<file path="src/rtl/jtag_tdo_capture.sv">
// rtl/jtag_tdo_capture.sv - packs strobed TDO bits LSB-first into vector RAM words
//
// Purpose: downstream of the JTAG vector player. Samples tdo on each tdo_valid
// strobe, packs bits LSB-first into J_D_WIDTH-bit words and writes them
// sequentially to the vector_2 RAM port. It is armed by start (jtag_rd), and
// busy/done/overflow status is reported back to the register block.
//
// Ports:
//   clk              system clock (same as vector_ram_clk)
//   reset            synchronous, active-high reset
//   start            one-cycle arm pulse; clears state, samples capture_len
//   capture_len      number of TDO bits to capture
//   tdo, tdo_valid   TDO bit and its one-cycle qualifier
//   vector_2_addr    RAM word address
//   vector_2_we      RAM write enable, one cycle per word
//   vector_2_wr_data packed TDO word
//   busy             high while capturing or flushing the final word
//   done             sticky completion flag
//   overflow         sticky; capture ran past RAM capacity
//   bits_captured    bits accepted since the last start
module jtag_tdo_capture #(
  parameter int J_D_WIDTH = 8,
  parameter int J_A_WIDTH = 12,
  parameter int CNT_WIDTH = 16
) (
  input  logic                 clk,
  input  logic                 reset,
  input  logic                 start,
  input  logic [CNT_WIDTH-1:0] capture_len,
  input  logic                 tdo,
  input  logic                 tdo_valid,
  output logic [J_A_WIDTH-1:0] vector_2_addr,
  output logic                 vector_2_we,
  output logic [J_D_WIDTH-1:0] vector_2_wr_data,
  output logic                 busy,
  output logic                 done,
  output logic                 overflow,
  output logic [CNT_WIDTH-1:0] bits_captured
);

  localparam int BW = (J_D_WIDTH > 1) ? $clog2(J_D_WIDTH) : 1;
  localparam logic [BW-1:0]        BIDX_LAST = BW'(J_D_WIDTH - 1);
  localparam logic [J_A_WIDTH-1:0] ADDR_MAX  = '1;

  typedef enum logic [1:0] {
    S_IDLE    = 2'd0,
    S_CAPTURE = 2'd1,
    S_FLUSH   = 2'd2,
    S_DONE    = 2'd3
  } state_t;

  state_t               r_state;
  state_t               w_next;

  logic [J_D_WIDTH-1:0] r_sr;
  logic [BW-1:0]        r_bidx;
  logic [CNT_WIDTH-1:0] r_rem;
  logic [CNT_WIDTH-1:0] r_bits;
  logic [J_A_WIDTH-1:0] r_addr;
  logic [J_D_WIDTH-1:0] r_wdata;
  logic                 r_we;
  logic                 r_busy;
  logic                 r_done;
  logic                 r_ovf;
  logic                 r_full;   // last RAM word has been written

  logic                 w_accept;
  logic                 w_ovf_hit;
  logic                 w_last;
  logic                 w_word_done;
  logic [J_D_WIDTH-1:0] w_word;

  // start always wins over a same-cycle tdo_valid, so the bit is dropped.
  always_comb begin
    w_accept    = (r_state == S_CAPTURE) && tdo_valid && !start && !r_full;
    w_ovf_hit   = (r_state == S_CAPTURE) && tdo_valid && !start && r_full;
    w_last      = w_accept && (r_rem == CNT_WIDTH'(1));
    w_word_done = w_accept && ((r_bidx == BIDX_LAST) || (r_rem == CNT_WIDTH'(1)));
    w_word      = r_sr | (J_D_WIDTH'(tdo) << r_bidx);
  end

  always_comb begin
    w_next = r_state;
    if (start) begin
      w_next = (capture_len == '0) ? S_DONE : S_CAPTURE;
    end else begin
      case (r_state)
        S_CAPTURE: begin
          if (w_ovf_hit)   w_next = S_DONE;
          else if (w_last) w_next = S_FLUSH;
        end
        S_FLUSH: w_next = S_DONE;
        default: w_next = r_state;
      endcase
    end
  end

  always_ff @(posedge clk) begin
    if (reset) r_state <= S_IDLE;
    else       r_state <= w_next;
  end

  always_ff @(posedge clk) begin
    if (reset) begin
      r_sr    <= '0;
      r_bidx  <= '0;
      r_rem   <= '0;
      r_bits  <= '0;
      r_addr  <= '0;
      r_wdata <= '0;
      r_we    <= 1'b0;
      r_busy  <= 1'b0;
      r_done  <= 1'b0;
      r_ovf   <= 1'b0;
      r_full  <= 1'b0;
    end else begin
      r_we   <= 1'b0;
      // Status flags mirror the state being entered so they line up with it.
      r_busy <= (w_next == S_CAPTURE) || (w_next == S_FLUSH);
      r_done <= (w_next == S_DONE);
      if (start) begin
        r_addr <= '0;
        r_bidx <= '0;
        r_sr   <= '0;
        r_bits <= '0;
        r_ovf  <= 1'b0;
        r_full <= 1'b0;
        r_rem  <= capture_len;
      end else begin
        // Address advances after each write but parks on the last word.
        if (r_we && (r_addr != ADDR_MAX)) r_addr <= r_addr + J_A_WIDTH'(1);
        if (w_ovf_hit) r_ovf <= 1'b1;
        if (w_accept) begin
          r_bits <= r_bits + CNT_WIDTH'(1);
          r_rem  <= r_rem - CNT_WIDTH'(1);
          if (w_word_done) begin
            r_we    <= 1'b1;
            r_wdata <= w_word;
            r_sr    <= '0;
            r_bidx  <= '0;
            if (r_addr == ADDR_MAX) r_full <= 1'b1;
          end else begin
            r_sr   <= w_word;
            r_bidx <= r_bidx + BW'(1);
          end
        end
      end
    end
  end

  assign vector_2_addr    = r_addr;
  assign vector_2_we      = r_we;
  assign vector_2_wr_data = r_wdata;
  assign busy             = r_busy;
  assign done             = r_done;
  assign overflow         = r_ovf;
  assign bits_captured    = r_bits;

endmodule

</file>
<file path="config.mk">
export PLATFORM = sky130hd
export DESIGN_NAME = jtag_tdo_capture
export DESIGN_NICKNAME = d
export VERILOG_FILES = /design/src/rtl/jtag_tdo_capture.sv
export SDC_FILE = /design/constraint.sdc
export NUM_CORES = 1
export LEC_CHECK = 0
export CELL_PAD_IN_SITES_DETAIL_PLACEMENT = 0
export CELL_PAD_IN_SITES_GLOBAL_PLACEMENT = 1
export CORE_MARGIN = 1
export CORE_UTILIZATION = 25
export CTS_CLUSTER_SIZE = 16
export DETAILED_ROUTE_END_ITERATION = 10
export GPL_TIMING_DRIVEN = 0
export MAX_ROUTING_LAYER = met4
export PLACE_DENSITY = 0.6
export SLEW_MARGIN = 20
export SYNTH_ARGS = -nofsm -noshare
export SYNTH_HDL_FRONTEND = slang
export SYNTH_SLANG_ARGS = --single-unit
</file>
<file path="constraint.sdc">
create_clock -name clk -period 2.7 [get_ports clk]
set_input_delay 0.675 -clock clk [delete_from_list [all_inputs] [get_ports clk]]
set_output_delay 0.675 -clock clk [all_outputs]
set_load 0.05 [all_outputs]
</file>
==> reports/metrics.cfg <==
[route]
first_pass_iters=4
wirelength_mm=9.78
first_iter_violations=230
vias_per_cell=5.03
post_drt_wl_per_cell_um=15.5
ant_nets=0
dr_total_vias=3182
drc=0

[logic_synthesis]
async_reset_ff_share_pct=0
syn_area_per_cell_um2=8.63
ys_seq_elements=70
synthFlopType=dfxtp_1
yosys-top-cells-area=dfxtp_1 42%, a21oi_1 4.8%, nand2_1 3.6%
syn_nets=417
synth.cell_area_um2=3340
yosysTopAreaCell=dfxtp_1
ys_seq_area_share_pct=42.0
ys_warn_count=0
post-synth-top-count-cell=dfxtp_1
synth_common_cells=70 x dfxtp_1, 32 x a21oi_1, 32 x nand2_1
synth_cell_type_count=52
postSynthCellCount=387
yosysTopAreaCellShare_pct=42.0
synth-edff-count=0

[global_route]
grtUsageTotal_pct=15.2
antenna_found_initial=0
grt_overflow=0
grt_max_degree=13
grt_pass1_vias=3111
grt_pass1_wl_mm=16.4

[critical_path]
endpoint_kind=flip-flop
cp_max_fo=10
cp.arrival_ns=2.75
crit_required_ns=2.90
crit_family=buffers and inverters
path_buf_inv=2
rrSetupSlack_ns=0.31
start_kind=input port
slowest_delay_ns=0.62
critical_path.slowest_cell=clkdlybuf4s50_1
reg2reg_to=r_rem[7]
crit_type=in2reg
reg2reg_depth=6
path_cells=clkdlybuf4s50_1, nand4bb_2, buf_2, o41a_1, ha_1, nor2b_1

[clock_tree]
h-tree-depth=3
clock-root-buffer=clkbuf_16
cts_hold_buf=0
cts_resized=4
clock-sinks=70
cts_tree=built
clkLatencyLatePin_ns=0.34
clk_transition_reported_paths_ns=0.06
cts_buffers=9
postCtsSetupBuffers=0
clk_path_buf_depth=2

[sta]
worst_slew_pin_slew_ns=0.814
setup_viol=0
rsz0062_at_grt=true
skew_ns=0.0106
fin_setup_tns_ns=0
fmax_mhz=392
slew_violations=0
period_minus_slack_ns=2.55
period_share_pct=94.4
relSlewSlack_pct=45.1
hold_viol=0

[floorplan]
die_y_um=118
core-area_um2=12800
pin_count=61
row_count=41
dieArea_um2=13800
start_util_pct=26.0
die_w_um=118

[placement]
placed_cells=618
portBuffers=59
post_dp_cell_area_um2=4150
hpwlAfterDp_mm=6.79
gp_congestion=0.785

[layout]
drive_above_1_share_pct=8.46
stdcell_count=633
design_area_um2=4490
utilization_pct=35.0
fill_cells=1377
num-nets-final=486
diodes=0
syn2layout_area_growth_pct=34.4

[flow_run]
cap_violations=0

[worst_hold_path]
hold_class=reg2reg
whs_path_depth=2
hold_path_end=overflow
hold_start=overflow

[power_and_ir_drop]
p_leak_uw=0.00145
irDropWorstVdd_uv=259
power_density_nw_per_um2=558
p_total_uw=2500

[status]
status=finished clean

==> worst max path at each step <==
stage | from | depth (start not counted) | to
finish | tdo_valid | 6 | busy
CTS | tdo_valid | 7 | busy
floorplan | start | 6 | bits_captured[13]
detailed placement | tdo_valid | 5 | r_rem[7]
global placement | tdo_valid | 5 | r_rem[7]
global route | tdo_valid | 6 | busy
==> cell type report <==
cell class / count / area (um2) / share of cell area [%]
multi-input cells: 285 / 1850 / 41.2
clock buffers: 11 / 253 / 5.63
repair buffers: 59 / 591 / 13.2
clock inverters: 5 / 57.6 / 1.28
flip-flops and latches: 70 / 1400 / 31.2
inverters: 14 / 52.6 / 1.17
plain buffers: 17 / 68.8 / 1.53
well taps: 172 / 215 / 4.80
==> worst min-delay path, cell delays in order (launching register included) <==
cell	delay, ns
dfxtp_1	0.34
a31oi_1	0.05
nor2_1	0.07
==> through the flow <==
stage | setup WS, ns | hold slack (ns)
5_1_grt | -0.0105 | 0.512
3_3_place_gp | -0.748 | 0.482
2_1_floorplan | 0.407 | 0.479
3_5_place_dp | -0.423 | 0.469
6_report | 0.151 | 0.484
4_1_cts | 0.0876 | 0.487
==> cells by family (layout without fill, tap and decap cells) <==
kind of cell    count (synthesis)  count (layout)  share of synthesized area [%]
buf+inv                        32             106                           3.67
xor+xnor                       16              16                           4.20
flops                          70              70                           42.0
compound gates                102             102                           21.7
fa+ha+maj                       9               9                           3.37
simple gates                  158             158                           25.1
==> sequential cells by signal, summed over array words and instances (netlist names), named ones only <==
| name | count |
|---|---|
| done | 1 |
| busy | 1 |
| r_bidx | 3 |
| overflow | 1 |
| vector_2_addr | 12 |
| bits_captured | 16 |
| r_state | 1 |
| vector_2_wr_data | 8 |
| r_full | 1 |
| r_sr | 8 |
| r_rem | 16 |
| vector_2_we | 1 |
==> layout by cell type, fill, tap and decap left out, types with 6 or more instances in the layout <==
cell type	count
dfxtp_1	70
clkdlybuf4s50_1	59
a21oi_1	32
nand2_1	32
nor2_1	30
nor3_1	17
inv_1	14
nand3_1	14
o21ai_0	13
clkbuf_1	12
xnor2_1	11
nor4_1	9
a31oi_1	9
ha_1	9
clkbuf_16	9
or3_1	8
o221a_2	8
nor2b_1	7
nand4_1	7
or4_1	7
a211oi_1	6
and2_1	6
==> per-layer routing <==
metal / vias up / share of wire [%] / GRT usage, %
met1: 1490 / 50 / 19.7
li1: 1603 / - / -
met5: - / 0 / -
met4: 0 / 1.1 / 3.53
met2: 80 / 45 / 23.3
met3: 9 / 4.4 / 4.36
==> power by group <==
part	internal, uW	leakage, uW	total [uW]	switching, uW
registers	1050	0.000568	1080	22.4
clock network	765	0.000155	1220	459
logic	84.1	0.000727	205	121
No activity file was read; power rests on OpenSTA's default activity.
==> edit 1, RTL diff (same settings) <==
Set the parameter `J_A_WIDTH` to 18 (it was 12).
--- a/src/rtl/jtag_tdo_capture.sv
+++ b/src/rtl/jtag_tdo_capture.sv
@@ -22,3 +22,3 @@
   parameter int J_D_WIDTH = 8,
-  parameter int J_A_WIDTH = 12,
+  parameter int J_A_WIDTH = 18,
   parameter int CNT_WIDTH = 16
Ports: changed (resized vector_2_addr); port bits go from 61 to 67. No check against the original RTL was run, so the function may have changed too.
==> edit 1 against the unedited design <==
First-iteration DRC count shrank 11%. Combinational power grew 4%. Worst setup slack lost 0.079 ns. Sequential cell count grew 6. Power grew 8.5%. Cell area grew 7.7%. Clock skew shrank 0.0025 ns. Synthesized area grew 7.3%. Wire length shrank 2.2%.
==> edit 1: results (changes against the unedited design) <==
| Metric | Value |
|---|---|
| Status | finished clean |
| Post-route minimum period | 2.63 ns (+0.0787 ns) |
| Met2 WL | 4330 µm (-1.1%) |
| Pre-CTS WS | -0.871 ns (-0.448 ns) |
| Setup CP Type | flip-flop to flip-flop |
| Post-synthesis mux area share | 1.99% (+2.0 points) |
| Worst Min Path Start | r_sr[2] |
| Routability cong. | 0.807 (+2.8%) |
| HPWL after detailed placement | 7040 µm (+3.6%) |
| DRT met1 WL | 4630 µm (-4.8%) |
| Number of distinct library cells after synthesis | 47 (-9.6%) |
| Pleak | 1.70 nW (+17%) |
| Post-Synth Adder-Cell Area | 3.14% (-0.23 points) |
| Arrival time at the worst endpoint | 2.85 ns (+0.10 ns) |
| Top post-synthesis cells by count | dfxtp_1 (76), nor2_1 (75), xor2_1 (32), nand2_1 (30), a21oi_1 (23) |
| First-pass GRT wire length | 15800 µm (-3.7%) |
| Via density | 4.75 (-5.6%) |
| Reg2Reg Depth | 7 (+1) |
| Worst-path maximum fanout | 6 (-4) |
| Vias in the first global route | 3158 (+1.5%) |
| Final WL | 9570 µm (-2.2%) |
| Met3 Wirelength | 463 µm (+7.2%) |
| Post-DP Area | 4460 µm² (+7.4%) |
| Worst Hold Path EP | r_sr[2] |
| Top cells by area, synth | dfxtp_1 (42%), nor2_1 (7.9%), xor2_1 (7.8%), a21oi_1 (3.2%), ha_1 (3.1%) |
edit 1: logic make-up (layout without fill, tap and decap cells):
logic type | Yosys count | count (layout)
mux | 7 | 7
buf+inv | 28 | 112
xor+xnor | 39 | 39
compound gates | 72 | 72
simple gates | 191 | 191
flops | 76 | 76
fa+ha+maj | 9 | 9
edit 1: what timing repair did:
action                     4_1_cts  5_1_grt
pin swaps                        0        1
buffers inserted                 1        2
gates cloned                     0        0
gates resized for setup          2        3
hold buffers                     0        0
setup endpoints to repair       35        1
edit 1: critical path, cell delays in order, from the launching register on:
cell and delay, ns:
dfxtp_2 0.34, or4_1 0.51, buf_4 0.17, or4_4 0.54, or2_4 0.28, a31o_2 0.25, ha_1 0.28, nor2b_1 0.13
edit 1: metal layers:
layer | up-vias | GRT usage [%]
met5 | - | -
met4 | 0 | 4.01
met3 | 12 | 4.31
met2 | 68 | 22.2
met1 | 1515 | 17.5
li1 | 1661 | -
edit 1: layout make-up:
| type | count | area, µm² | share of cell area [%] |
|---|---|---|---|
| multi-input cells | 318 | 1960 | 40.6 |
| flip-flops and latches | 76 | 1520 | 31.5 |
| repair buffers | 68 | 673 | 13.9 |
| clock buffers | 13 | 260 | 5.38 |
| well taps | 180 | 225 | 4.66 |
| plain buffers | 20 | 90.1 | 1.86 |
| clock inverters | 3 | 68.8 | 1.42 |
| inverters | 8 | 30.0 | 0.621 |
edit 1: power breakdown:
group | total (mW) | internal [mW] | switching, mW
Combinational | 0.214 | 0.0931 | 0.121
Clock | 1.34 | 0.863 | 0.480
Sequential | 1.16 | 1.14 | 0.0186
Total | 2.72 | 2.10 | 0.620
==> edit 2, RTL diff (config.mk and constraints unchanged) <==
Made on the original files. Make the reset (`reset`) asynchronous in 2 clocked blocks. Comments in the files are not updated.
--- a/src/rtl/jtag_tdo_capture.sv
+++ b/src/rtl/jtag_tdo_capture.sv
@@ -97,3 +97,3 @@
 
-  always_ff @(posedge clk) begin
+  always_ff @(posedge clk or posedge reset) begin
     if (reset) r_state <= S_IDLE;
@@ -102,3 +102,3 @@
 
-  always_ff @(posedge clk) begin
+  always_ff @(posedge clk or posedge reset) begin
     if (reset) begin
Check against the original RTL: differs if reset is asserted again (counterexample within 4 cycles, from zero or initial values and one cycle with reset high); with reset held inactive, the same outputs for 4 cycles.
==> edit 2 against the unedited design <==
Worst setup slack better by 0.080 ns. Sequential cell count stayed put. Hold slack better by 0.0084 ns. Power is 0.91% lower. Clock power is 15% lower. Utilization is 1.1 points lower. Synthesized area is 9.9% higher. Wire length is 3.0% higher. Die area is 9.7% higher. Cell area is 6.5% higher. Critical path type unchanged. Critical endpoint is now busy. Largest cell class unchanged. Highest routed layer unchanged.
==> edit 2: results (changes against the unedited design) <==
| Metric | Value |
|---|---|
| Status | finished clean |
| Post-Syn Nets | 410 (-1.7%) |
| WL/cell | 15.9 µm (+2.6%) |
| First-pass GRT wire length | 16400 µm (-0.21%) |
| Share of post-route cells with drive strength above 1 | 6.81% (-1.6 points) |
| Asr flop ratio synth | 100% (+100 points) |
| Post-route insts no fill | 635 (+0.32%) |
| DR iter-0 viols | 236 (+2.6%) |
| Post-DP Area | 4520 µm² (+8.8%) |
| CTS resizes | 2 (-2) |
| Vias in the first global route | 3103 (-0.26%) |
| Max IR drop VDD | 0.000264 V (+2.0%) |
| Arrival time at the worst endpoint | 2.68 ns (-0.07 ns) |
| Largest net degree at the start of global routing | 38 (+25) |
| Final nets | 482 (-0.82%) |
| All-Layer GR Usage | 14.7% (-0.45 points) |
| TritonRoute pass-1 iters | 7 (+3) |
| HPWL after detailed placement | 7350 µm (+8.1%) |
| Cells after DPL | 621 (+0.49%) |
| I/O Buffers | 60 (+1.7%) |
| Worst slew margin | 46.7% (+1.6 points) |
| Mapped Avg Cell Area | 9.65 µm² (+12%) |
| Number of distinct library cells after synthesis | 58 (+12%) |
| Routability cong. | 0.785 (about the same) |
| Pre-CTS WS | -0.655 ns (-0.231 ns) |
edit 2: power by group:
| group | switching (mW) | internal, mW | total (mW) |
|---|---|---|---|
| sequential | 0.0471 | 1.09 | 1.14 |
| clock | 0.411 | 0.633 | 1.04 |
| combinational | 0.187 | 0.112 | 0.299 |
edit 2: layout make-up:
type,instances,area [µm²]
Buffer,19,80.1
Tap cell,180,225
Sequential cell,70,1750
Multi-Input combinational cell,280,1800
Fill cell,1459,9320
Clock inverter,2,10.0
Timing Repair Buffer,61,621
Inverter,11,43.8
Clock buffer,12,246
edit 2: per-layer routing:
metal	wire [µm]	vias up	share of wire (%)	global-route usage [%]
li1	-	1571	-	-
met1	4790	1529	48	19.8
met2	4600	73	46	22.0
met3	550	10	5.5	2.91
met4	132	0	1.3	5.20
met5	0	-	0	-
edit 2: worst max-delay path, cell delays in order:
cell and delay, ns:
clkdlybuf4s50_1 0.54, nor4bb_1 0.27, buf_2 0.28, clkbuf_2 0.31, nand2_1 0.08, a31o_1 0.24, ha_1 0.28
edit 2: final timing paths:
check                               start          endpoint  slack [ns]  cells after the start
worst max-delay path            tdo_valid              busy        0.23                      7
worst min-delay path              r_sr[2]           r_sr[2]        0.49                      1
worst max register to register   r_rem[6]              busy        0.41                      6
worst min register to register    r_sr[2]           r_sr[2]        0.49                      1
max in group asynchronous           reset              done        1.42                      3
min in group asynchronous           reset  bits_captured[6]        0.72                      2
edit 2: logic make-up (layout without fill, tap and decap cells):
family | Yosys count | count (layout) | synth area share [%]
DFF | 70 | 70 | 47.7
and+or+nand+nor | 153 | 153 | 23.2
AOI/OAI and AO/OA | 101 | 101 | 18.1
adders and majority gates | 9 | 9 | 3.07
muxes | 10 | 10 | 3.04
xor gates and xnor gates | 7 | 7 | 1.67
buffers and inverters | 30 | 105 | 3.17
